[config.mk]
export PLATFORM = sky130hd
export DESIGN_NAME = game_tick_scheduler_flat
export DESIGN_NICKNAME = d
export VERILOG_FILES = /design/src/rtl/game_tick_scheduler_if.sv /design/src/rtl/game_tick_scheduler.sv /design/src/flat_wrapper.sv
export SDC_FILE = /design/constraint.sdc
export NUM_CORES = 1
export LEC_CHECK = 0
export CAP_MARGIN = 20
export CORE_AREA = 2 2 102 104
export DETAILED_ROUTE_END_ITERATION = 7
export DIE_AREA = 0 0 104 106
export MAX_ROUTING_LAYER = met4
export PLACE_DENSITY = 0.81
export SLEW_MARGIN = 20
export SYNTH_ARGS = -nofsm -noshare
export SYNTH_HDL_FRONTEND = slang
export SYNTH_SLANG_ARGS = --single-unit
[constraint.sdc]
create_clock -name CLK -period 2.7 [get_ports CLK]
set_clock_uncertainty 0.05 [all_clocks]
set_input_delay 0.27 -clock CLK [delete_from_list [all_inputs] [get_ports CLK]]
set_output_delay 0.27 -clock CLK [all_outputs]
set_load 0.02 [all_outputs]
[src/rtl/game_tick_scheduler_if.sv]
// Game-state controls, period configuration and issued ticks
// for the game tick scheduler.
interface game_tick_scheduler_if;
    logic       Start;
    logic       Stop;
    logic       Pause;
    logic       Level_up;
    logic       Cfg_we;
    logic [1:0] Cfg_ch;
    logic [9:0] Cfg_period;
    logic [3:0] Tick;
    logic       Running;
    logic       Overrun;

    modport master (
        output Start, Stop, Pause, Level_up,
        output Cfg_we, Cfg_ch, Cfg_period,
        input  Tick, Running, Overrun
    );

    modport slave (
        input  Start, Stop, Pause, Level_up,
        input  Cfg_we, Cfg_ch, Cfg_period,
        output Tick, Running, Overrun
    );
endinterface

[src/rtl/game_tick_scheduler.sv]
// Base-tick prescaler, four channel down-counters and a fixed-priority
// tick issuer. Optional overrun detection: TICK_SCHED_OVERRUN_EN.
module game_tick_scheduler #(
    parameter int         BASE_DIV   = 100000,
    parameter int         LVL_STEP   = 50,
    parameter int         MIN_PERIOD = 20,
    parameter logic [9:0] P0_INIT    = 10'd500,
    parameter logic [9:0] P1_INIT    = 10'd10,
    parameter logic [9:0] P2_INIT    = 10'd30,
    parameter logic [9:0] P3_INIT    = 10'd0
) (
    input logic                  CLK,
    input logic                  Rst,
    game_tick_scheduler_if.slave bus
);
    typedef enum logic [1:0] {STOPPED, RUNNING, PAUSED} state_t;

    localparam int PW = $clog2(BASE_DIV);
    localparam logic [3:0][9:0] INIT = {P3_INIT, P2_INIT, P1_INIT, P0_INIT};

    state_t          state, state_nxt;
    logic [PW-1:0]   presc;
    logic [9:0]      period     [4];
    logic [9:0]      period_nxt [4];
    logic [9:0]      cnt        [4];
    logic [9:0]      lvl_val;
    logic [3:0]      pending;
    logic [3:0]      set_mask;
    logic [3:0]      grant;
    logic [3:0]      clr_mask;
    logic [3:0]      tick_q;
    logic            base_tick;
    logic            issue;
    logic            clear_all;

    // Game-state register
    always_ff @(posedge CLK) begin
        if (Rst) state <= STOPPED;
        else     state <= state_nxt;
    end

    // Next state: Stop overrides everything, Start only leaves STOPPED
    always_comb begin
        state_nxt = state;
        unique case (state)
            STOPPED: if (bus.Start)  state_nxt = RUNNING;
            RUNNING: if (bus.Pause)  state_nxt = PAUSED;
            PAUSED:  if (!bus.Pause) state_nxt = RUNNING;
            default: state_nxt = STOPPED;
        endcase
        if (bus.Stop) state_nxt = STOPPED;
    end

    assign base_tick = (state == RUNNING) && (presc == PW'(BASE_DIV - 1));
    assign clear_all = bus.Stop || (state == STOPPED);
    // Only issue if the game is still running after this edge
    assign issue     = (state == RUNNING) && (state_nxt == RUNNING)
                       && (pending != 4'd0);
    assign grant     = pending & (~pending + 4'd1);
    assign clr_mask  = issue ? grant : 4'd0;

    // Level-up result in 11 bits so the subtraction cannot wrap
    always_comb begin
        lvl_val = period[0];
        if (period[0] == 10'd0)
            lvl_val = 10'd0;
        else if ({1'b0, period[0]} >= 11'(LVL_STEP + MIN_PERIOD))
            lvl_val = 10'({1'b0, period[0]} - 11'(LVL_STEP));
        else
            lvl_val = 10'(MIN_PERIOD);
    end

    // Period updates: level-up first, a config write to ch0 overrides it
    always_comb begin
        for (int i = 0; i < 4; i++) begin
            period_nxt[i] = period[i];
        end
        if (bus.Level_up) period_nxt[0] = lvl_val;
        for (int i = 0; i < 4; i++) begin
            if (bus.Cfg_we && bus.Cfg_ch == 2'(i))
                period_nxt[i] = bus.Cfg_period;
        end
    end

    // Channel expiry on base tick; counter at 0 is treated as expired
    always_comb begin
        for (int i = 0; i < 4; i++) begin
            set_mask[i] = base_tick && (period[i] != 10'd0)
                          && (cnt[i] <= 10'd1);
        end
    end

    // Period registers
    always_ff @(posedge CLK) begin
        for (int i = 0; i < 4; i++) begin
            if (Rst) period[i] <= INIT[i];
            else     period[i] <= period_nxt[i];
        end
    end

    // Channel down-counters, held at their period while stopped
    always_ff @(posedge CLK) begin
        for (int i = 0; i < 4; i++) begin
            if (Rst)
                cnt[i] <= INIT[i];
            else if (clear_all)
                cnt[i] <= period_nxt[i];
            else if (base_tick && period[i] != 10'd0)
                cnt[i] <= (cnt[i] <= 10'd1) ? period[i] : cnt[i] - 10'd1;
        end
    end

    // Prescaler advances only while running
    always_ff @(posedge CLK) begin
        if (Rst || clear_all)
            presc <= '0;
        else if (state == RUNNING)
            presc <= base_tick ? '0 : presc + PW'(1);
    end

    // Pending queue: a new expiry beats a same-edge issue clear
    always_ff @(posedge CLK) begin
        if (Rst || clear_all) pending <= 4'd0;
        else                  pending <= (pending & ~clr_mask) | set_mask;
    end

    // One-cycle registered tick pulse
    always_ff @(posedge CLK) begin
        if (Rst) tick_q <= 4'd0;
        else     tick_q <= clr_mask;
    end

    assign bus.Tick    = tick_q;
    assign bus.Running = (state == RUNNING);

`ifdef TICK_SCHED_OVERRUN_EN
    logic ovr_q;

    // Sticky flag for an expiry that lands on an undrained pending bit
    always_ff @(posedge CLK) begin
        if (Rst || bus.Stop)
            ovr_q <= 1'b0;
        else if ((set_mask & pending & ~clr_mask) != 4'd0)
            ovr_q <= 1'b1;
    end

    assign bus.Overrun = ovr_q;
`else
    assign bus.Overrun = 1'b0;
`endif
endmodule
[src/flat_wrapper.sv]
// flat-port wrapper written by rule: the top's interface ports become plain ports
module game_tick_scheduler_flat 
#(
    parameter int         BASE_DIV   = 100000,
    parameter int         LVL_STEP   = 50,
    parameter int         MIN_PERIOD = 20,
    parameter logic [9:0] P0_INIT    = 10'd500,
    parameter logic [9:0] P1_INIT    = 10'd10,
    parameter logic [9:0] P2_INIT    = 10'd30,
    parameter logic [9:0] P3_INIT    = 10'd0
)
  (CLK, Rst, bus_Start, bus_Stop, bus_Pause, bus_Level_up, bus_Cfg_we, bus_Cfg_ch, bus_Cfg_period, bus_Tick, bus_Running, bus_Overrun);
  game_tick_scheduler_if bus_i ();
  input logic CLK;
  input logic Rst;
  input wire logic [$bits(bus_i.Start)-1:0] bus_Start;
  input wire logic [$bits(bus_i.Stop)-1:0] bus_Stop;
  input wire logic [$bits(bus_i.Pause)-1:0] bus_Pause;
  input wire logic [$bits(bus_i.Level_up)-1:0] bus_Level_up;
  input wire logic [$bits(bus_i.Cfg_we)-1:0] bus_Cfg_we;
  input wire logic [$bits(bus_i.Cfg_ch)-1:0] bus_Cfg_ch;
  input wire logic [$bits(bus_i.Cfg_period)-1:0] bus_Cfg_period;
  output wire logic [$bits(bus_i.Tick)-1:0] bus_Tick;
  output wire logic [$bits(bus_i.Running)-1:0] bus_Running;
  output wire logic [$bits(bus_i.Overrun)-1:0] bus_Overrun;
  assign bus_i.Start = bus_Start;
  assign bus_i.Stop = bus_Stop;
  assign bus_i.Pause = bus_Pause;
  assign bus_i.Level_up = bus_Level_up;
  assign bus_i.Cfg_we = bus_Cfg_we;
  assign bus_i.Cfg_ch = bus_Cfg_ch;
  assign bus_i.Cfg_period = bus_Cfg_period;
  assign bus_Tick = bus_i.Tick;
  assign bus_Running = bus_i.Running;
  assign bus_Overrun = bus_i.Overrun;
  game_tick_scheduler #(.BASE_DIV(BASE_DIV), .LVL_STEP(LVL_STEP), .MIN_PERIOD(MIN_PERIOD), .P0_INIT(P0_INIT), .P1_INIT(P1_INIT), .P2_INIT(P2_INIT), .P3_INIT(P3_INIT)) u_core (.CLK(CLK), .Rst(Rst), .bus(bus_i));
endmodule
Word-level counts from Yosys, hierarchy flattened

Memory sizes are Yosys's and may differ from the RTL's.
Cells that the tools add are included.

Bits in registers: 27
Memories: 2
Input bits: 19
RAM bits: 80
Word-level logic and storage cells: 119

Muxes and demuxes: 52
Bitwise logic cells: 17
Equality and inequality tests: 7
Add/sub/neg operators: 7
Reductions and logical operators: 25
Magnitude comparators: 5

Memories:

| memory        | depth | width | read ports | clocked after memory_dff | write ports | RTL line                  | RTL |
|---|---|---|---|---|---|---|---|
| u_core.cnt    | 4     | 10    | 4          | 0                        | 4           | game_tick_scheduler.sv:25 | `logic [9:0] cnt [4];` |
| u_core.period | 4     | 10    | 4          | 0                        | 4           | game_tick_scheduler.sv:23 | `logic [9:0] period [4];` |

Operators by type and width:

| operator                | number |
|---|---|
| $mux W10                | 23 |
| $le A10 B1 Y1 const B   | 4 |
| $reduce_bool A10 Y1     | 4 |
| $sub A10 B1 Y10 const B | 4 |
| $mux W1                 | 22 |
| $add A17 B1 Y17 const B | 1 |
| $eq A17 B17 Y1 const B  | 1 |
| $mux W17                | 1 |
| $logic_and A1 B1 Y1     | 15 |
| $or A1 B1 Y1            | 12 |
| $ge A10 B7 Y1 const B   | 1 |
| $logic_not A10 Y1       | 1 |
| $sub A10 B6 Y10 const B | 1 |
| $and A4 B4 Y4           | 2 |
| $mux W2                 | 4 |
| $not A4 Y4              | 2 |
| $eq A2 B1 Y1 const B    | 3 |
| $eq A2 B2 Y1 const B    | 3 |
| $pmux W2 S3             | 1 |
| $add A4 B1 Y4 const B   | 1 |
| $logic_not A2 Y1        | 2 |
| $mux W4                 | 1 |
| $or A4 B4 Y4            | 1 |
| $reduce_bool A4 Y1      | 1 |
| $logic_or A1 B1 Y1      | 2 |

Logic depth before layout (Yosys ltp)

Word-level depth: 10
Gate-level depth with buffers: 8

Least setup slack after synthesis

No wires, ideal clock.

Path type: flip-flop to flip-flop
From: register u_core.presc[14]
To: memory u_core.cnt[0][0] (enable)
Slack: 0.212 ns
Buffers on the path: 0
Cell stages (with the launch flop): 5
Period minus slack after synthesis: 2.488 ns
Data arrival time: 2.047 ns
Cell sequence: dfxtp_1 > and4bb_2 > nand4bb_1 > or3b_2 > o21ai_0

RTL lines:

| what                   | RTL line                   | RTL |
|---|---|---|
| from (decl)            | game_tick_scheduler.sv:22  | `logic [PW-1:0] presc;` |
| from (signal assigned) | game_tick_scheduler.sv:118 | `presc <= base_tick ? '0 : presc + PW'(1);` |
| to (decl)              | game_tick_scheduler.sv:25  |  |

==> impl_results.md <==
* Max cap viols at 0
* Period utilization at 89.67%
* CTS tree: yes
* Mapped Cells at ~630
* NumNets Final at 681
* Share of post-route cells with drive strength above 1 at under 10%
* Clk sinks at 107
* Reg2Reg Depth at 5
* Clk_lat worst skew at 380 ps
* Post-synth EDFFs at 40
* Worst Path Required at ~2900 ps
* Die Y at 106 microns
* Reg2Reg Setup Slack at about 280 ps
* Maximum clock path buffer count at 2
* Crit Path Category: reg -> reg
* Slew Limit Fails at 0
* Seq/Total Area, Yosys at between 40% and 50%
* Max-Slew Margin vs Limit at between 50% and 60%
* Final min period at ~2400 ps
* Routed Wire Length at roughly 14 mm
* Cell area after synthesis at about 5800 sq um
* Comb power frac at between 10 and 15%
* Asr flop ratio synth at 0%
* Post-DRT Antenna Nets at 0
* First-pass GRT wire length at 23.16 mm
* Worst EP arrival at ~2600 ps
* Vias per inst at roughly 6.2
* # setup viols final at 0
* # Post-CTS Setup Buffers at 0
* Sequential cell fraction of total power at a little under three fifths
* Unrepaired setup endpoints after global routing: no
* Largest net degree at the start of global routing at 46
* Gp weighted congestion at approximately 0.94
* Critical R2R Capture: u_core.cnt[3][7]$_DFFE_PP_
* # hold bufs at CTS at 0
* Crit start category: flop
* Dpl hpwl at approximately 10 mm
* Total GRT Usage at a little over a quarter
* Grt ovf at 0
* Internal power at around 2.3 mW
* Placed Area at 6264 sq um
* FMAX at roughly 410 MHz
* Mapped Nets at 656
* Synth-to-layout area growth at 10.34%
* Worst R2R Start: u_core.presc[7]$_SDFFE_PP0P_
* Net switching power at roughly 0.93 mW
* Number of I/O pins at 25
* Residual DRC count at 0
* Beginning of the critical path: u_core.presc[7]$_SDFFE_PP0P_
* Drt pass-1 iters at 5
* DRT iter0 DRCs at 379
* Synth Register Bits at between 100 and 150
* Post-synth top flop: dfxtp_1
* Post-CTS Resized at 0
* Setup TNS Final at 0 ps
* Max VDD drop at 0.2861 mV
* Antenna violations before repair at 0
* Final Cell Area at 6449 sq um
* Clk slew on worst S/H paths at about 120 ps
* Die area at about 11000 sq um
* Final hold vios at 0
* Vias in the first global route at between 4000 and 5000
* H-tree depth at 3
* Sw Ratio at between 20 and 30%
* Cell Rows at 37
* P_leak at ~2.4 nW
* Area of the multi-input gates at a little over 3000 sq um
* CP max FO at 11
* Slew @ Worst Pin at around 640 ps
* Distinct cells, synth at 69
* Via count at 4950
* Clk network pwr share at ~29%
* Register area at about 2500 sq um
* DIE WIDTH at about 100 microns
* Avg WL per Cell at roughly 18 microns
* Hold Path Class: reg -> reg
* Core box area at between 9000 and 10000 sq um
* Pwr/cell area at ~500 nW/um^2
* Initial Util at between 50% and 60%
* CTS root buf: clkbuf_8
* Antenna cells at 0
* Port bufs at 23
* CP endpoint kind: flop
* Synth Area per Inst at 9.321 sq um
* Crit path capture: u_core.cnt[3][7]$_DFFE_PP_
* Fill cells at 825
* Total CTS buffers at 9
* YS warnings at 0
* Status: finished, final reports clean
==> metal layers <==
metal | wire (microns) | track usage, % | vias up
met4 | 376 | 10.33 | 0
li1 | - | - | 2376
met1 | 6326 | 34.96 | 2371
met3 | 852 | 4.292 | 30
met2 | 6570 | 42.11 | 173
met5 | 0 | - | -
==> final cells by class <==
cell class | instances | area share [%]
Multi-Input combinational cell | 472 | 48.06
Sequential cell | 107 | 39.43
Timing Repair Buffer | 43 | 5.898
Tap cell | 136 | 2.639
Clock buffer | 9 | 1.921
Inverter | 19 | 1.106
Clock inverter | 7 | 0.9507
==> sequential cells by signal (all words and copies together), names as in the netlist <==
signal,flops
u_core.bus.Tick,4
u_core.state,2
u_core.period,40
u_core.cnt,40
u_core.pending,4
u_core.presc,17
==> per-stage QoR <==
| stage | cells | worst slack (ps) | utilization (%) | hold slack (ps) | total power, mW |
|---|---|---|---|---|---|
| CTS | 793 | 329.6 | 64.49 | 410.4 | 3.242 |
| finish | 793 | 279.0 | 64.49 | 424.7 | 3.234 |
| global placement | 777 | 329.7 | 62.64 | 396.7 | 2.298 |
| floorplan | 627 | 212.0 | - | 296.6 | 2.158 |
| detailed placement | 777 | 202.2 | 62.64 | 388.8 | 2.316 |
| global route | 793 | 159.6 | 64.49 | 440.5 | 3.358 |
==> layout by cell type, fill, tap and decap left out, types with 19 or more instances in the layout <==
master and n:
o21ai_0 40, clkdlybuf4s50_1 23, buf_4 20, a21oi_1 25
xor2_1 23, nor2_1 64, inv_1 19, edfxtp_1 40
o22ai_1 24, dfxtp_1 67, nand2_1 49, mux2i_1 36
==> worst min path at each step <==
stage | from | endpoint | slack, ps | cells past startpoint
after floorplan | bus_Pause | u_core.bus.Tick[0]$_SDFF_PP0_ | 300 | 1
after global placement | u_core.pending[0]$_SDFF_PP0_ | u_core.bus.Tick[0]$_SDFF_PP0_ | 400 | 2
after detailed placement | u_core.pending[0]$_SDFF_PP0_ | u_core.bus.Tick[0]$_SDFF_PP0_ | 390 | 2
after CTS | u_core.pending[0]$_SDFF_PP0_ | u_core.bus.Tick[0]$_SDFF_PP0_ | 410 | 2
after global routing | u_core.pending[0]$_SDFF_PP0_ | u_core.bus.Tick[0]$_SDFF_PP0_ | 440 | 2
final | u_core.pending[0]$_SDFF_PP0_ | u_core.bus.Tick[0]$_SDFF_PP0_ | 420 | 2
==> worst max-delay path: stages, from the launching register on <==
cell and delay (ps):
dfxtp_1 440, nor4b_1 470, o2111ai_1 350, nor2_1 290, nand2_1 310, o31ai_1 350
==> kinds of logic (layout without fill, tap and decap cells) <==
kind of cell               Yosys count  count (layout)  synth area share (%)
AOI/OAI and AO/OA                  140             140                 15.69
xor gates and xnor gates            39              39                 5.844
adders and majority gates           10              10                 2.141
buffers and inverters               48              78                 3.468
DFF                                107             107                 43.50
muxes                               39              39                 6.744
other                                1               1               0.06416
and+or+nand+nor                    243             243                 22.54
==> cells in the mapped netlist, types with 5 or more instances <==
cell type,number,share of area [%]
a21oi_1,25,2.1
a22oi_1,6,0.77
a31oi_1,5,0.54
and2_1,5,0.54
buf_2,6,0.51
clkbuf_1,19,1.2
dfxtp_1,67,23
edfxtp_1,40,21
ha_1,10,2.1
inv_1,19,1.2
mux2i_1,36,6.2
nand2_1,49,3.1
nand2b_1,16,1.7
nand3_1,12,1.0
nand3b_1,8,1.0
nand4_1,8,0.86
nor2_1,64,4.1
nor3_1,16,1.4
nor3b_1,5,0.64
nor4_1,16,1.7
o21ai_0,40,3.4
o22ai_1,24,2.6
o31ai_1,6,0.77
or3_1,5,0.54
or4_1,8,1.0
xnor2_1,16,2.4
xor2_1,23,3.4
==> power groups by stage <==
stage | sequential (mW) | combinational (mW) | clock (mW)
final | 1.83 | 0.464 | 0.941
after global routing | 1.84 | 0.509 | 1.01
after CTS | 1.83 | 0.459 | 0.957
after detailed placement | 1.86 | 0.455 | 0
after global placement | 1.86 | 0.441 | 0
after floorplan | 1.83 | 0.323 | 0
(Power assumes the default switching activity.)
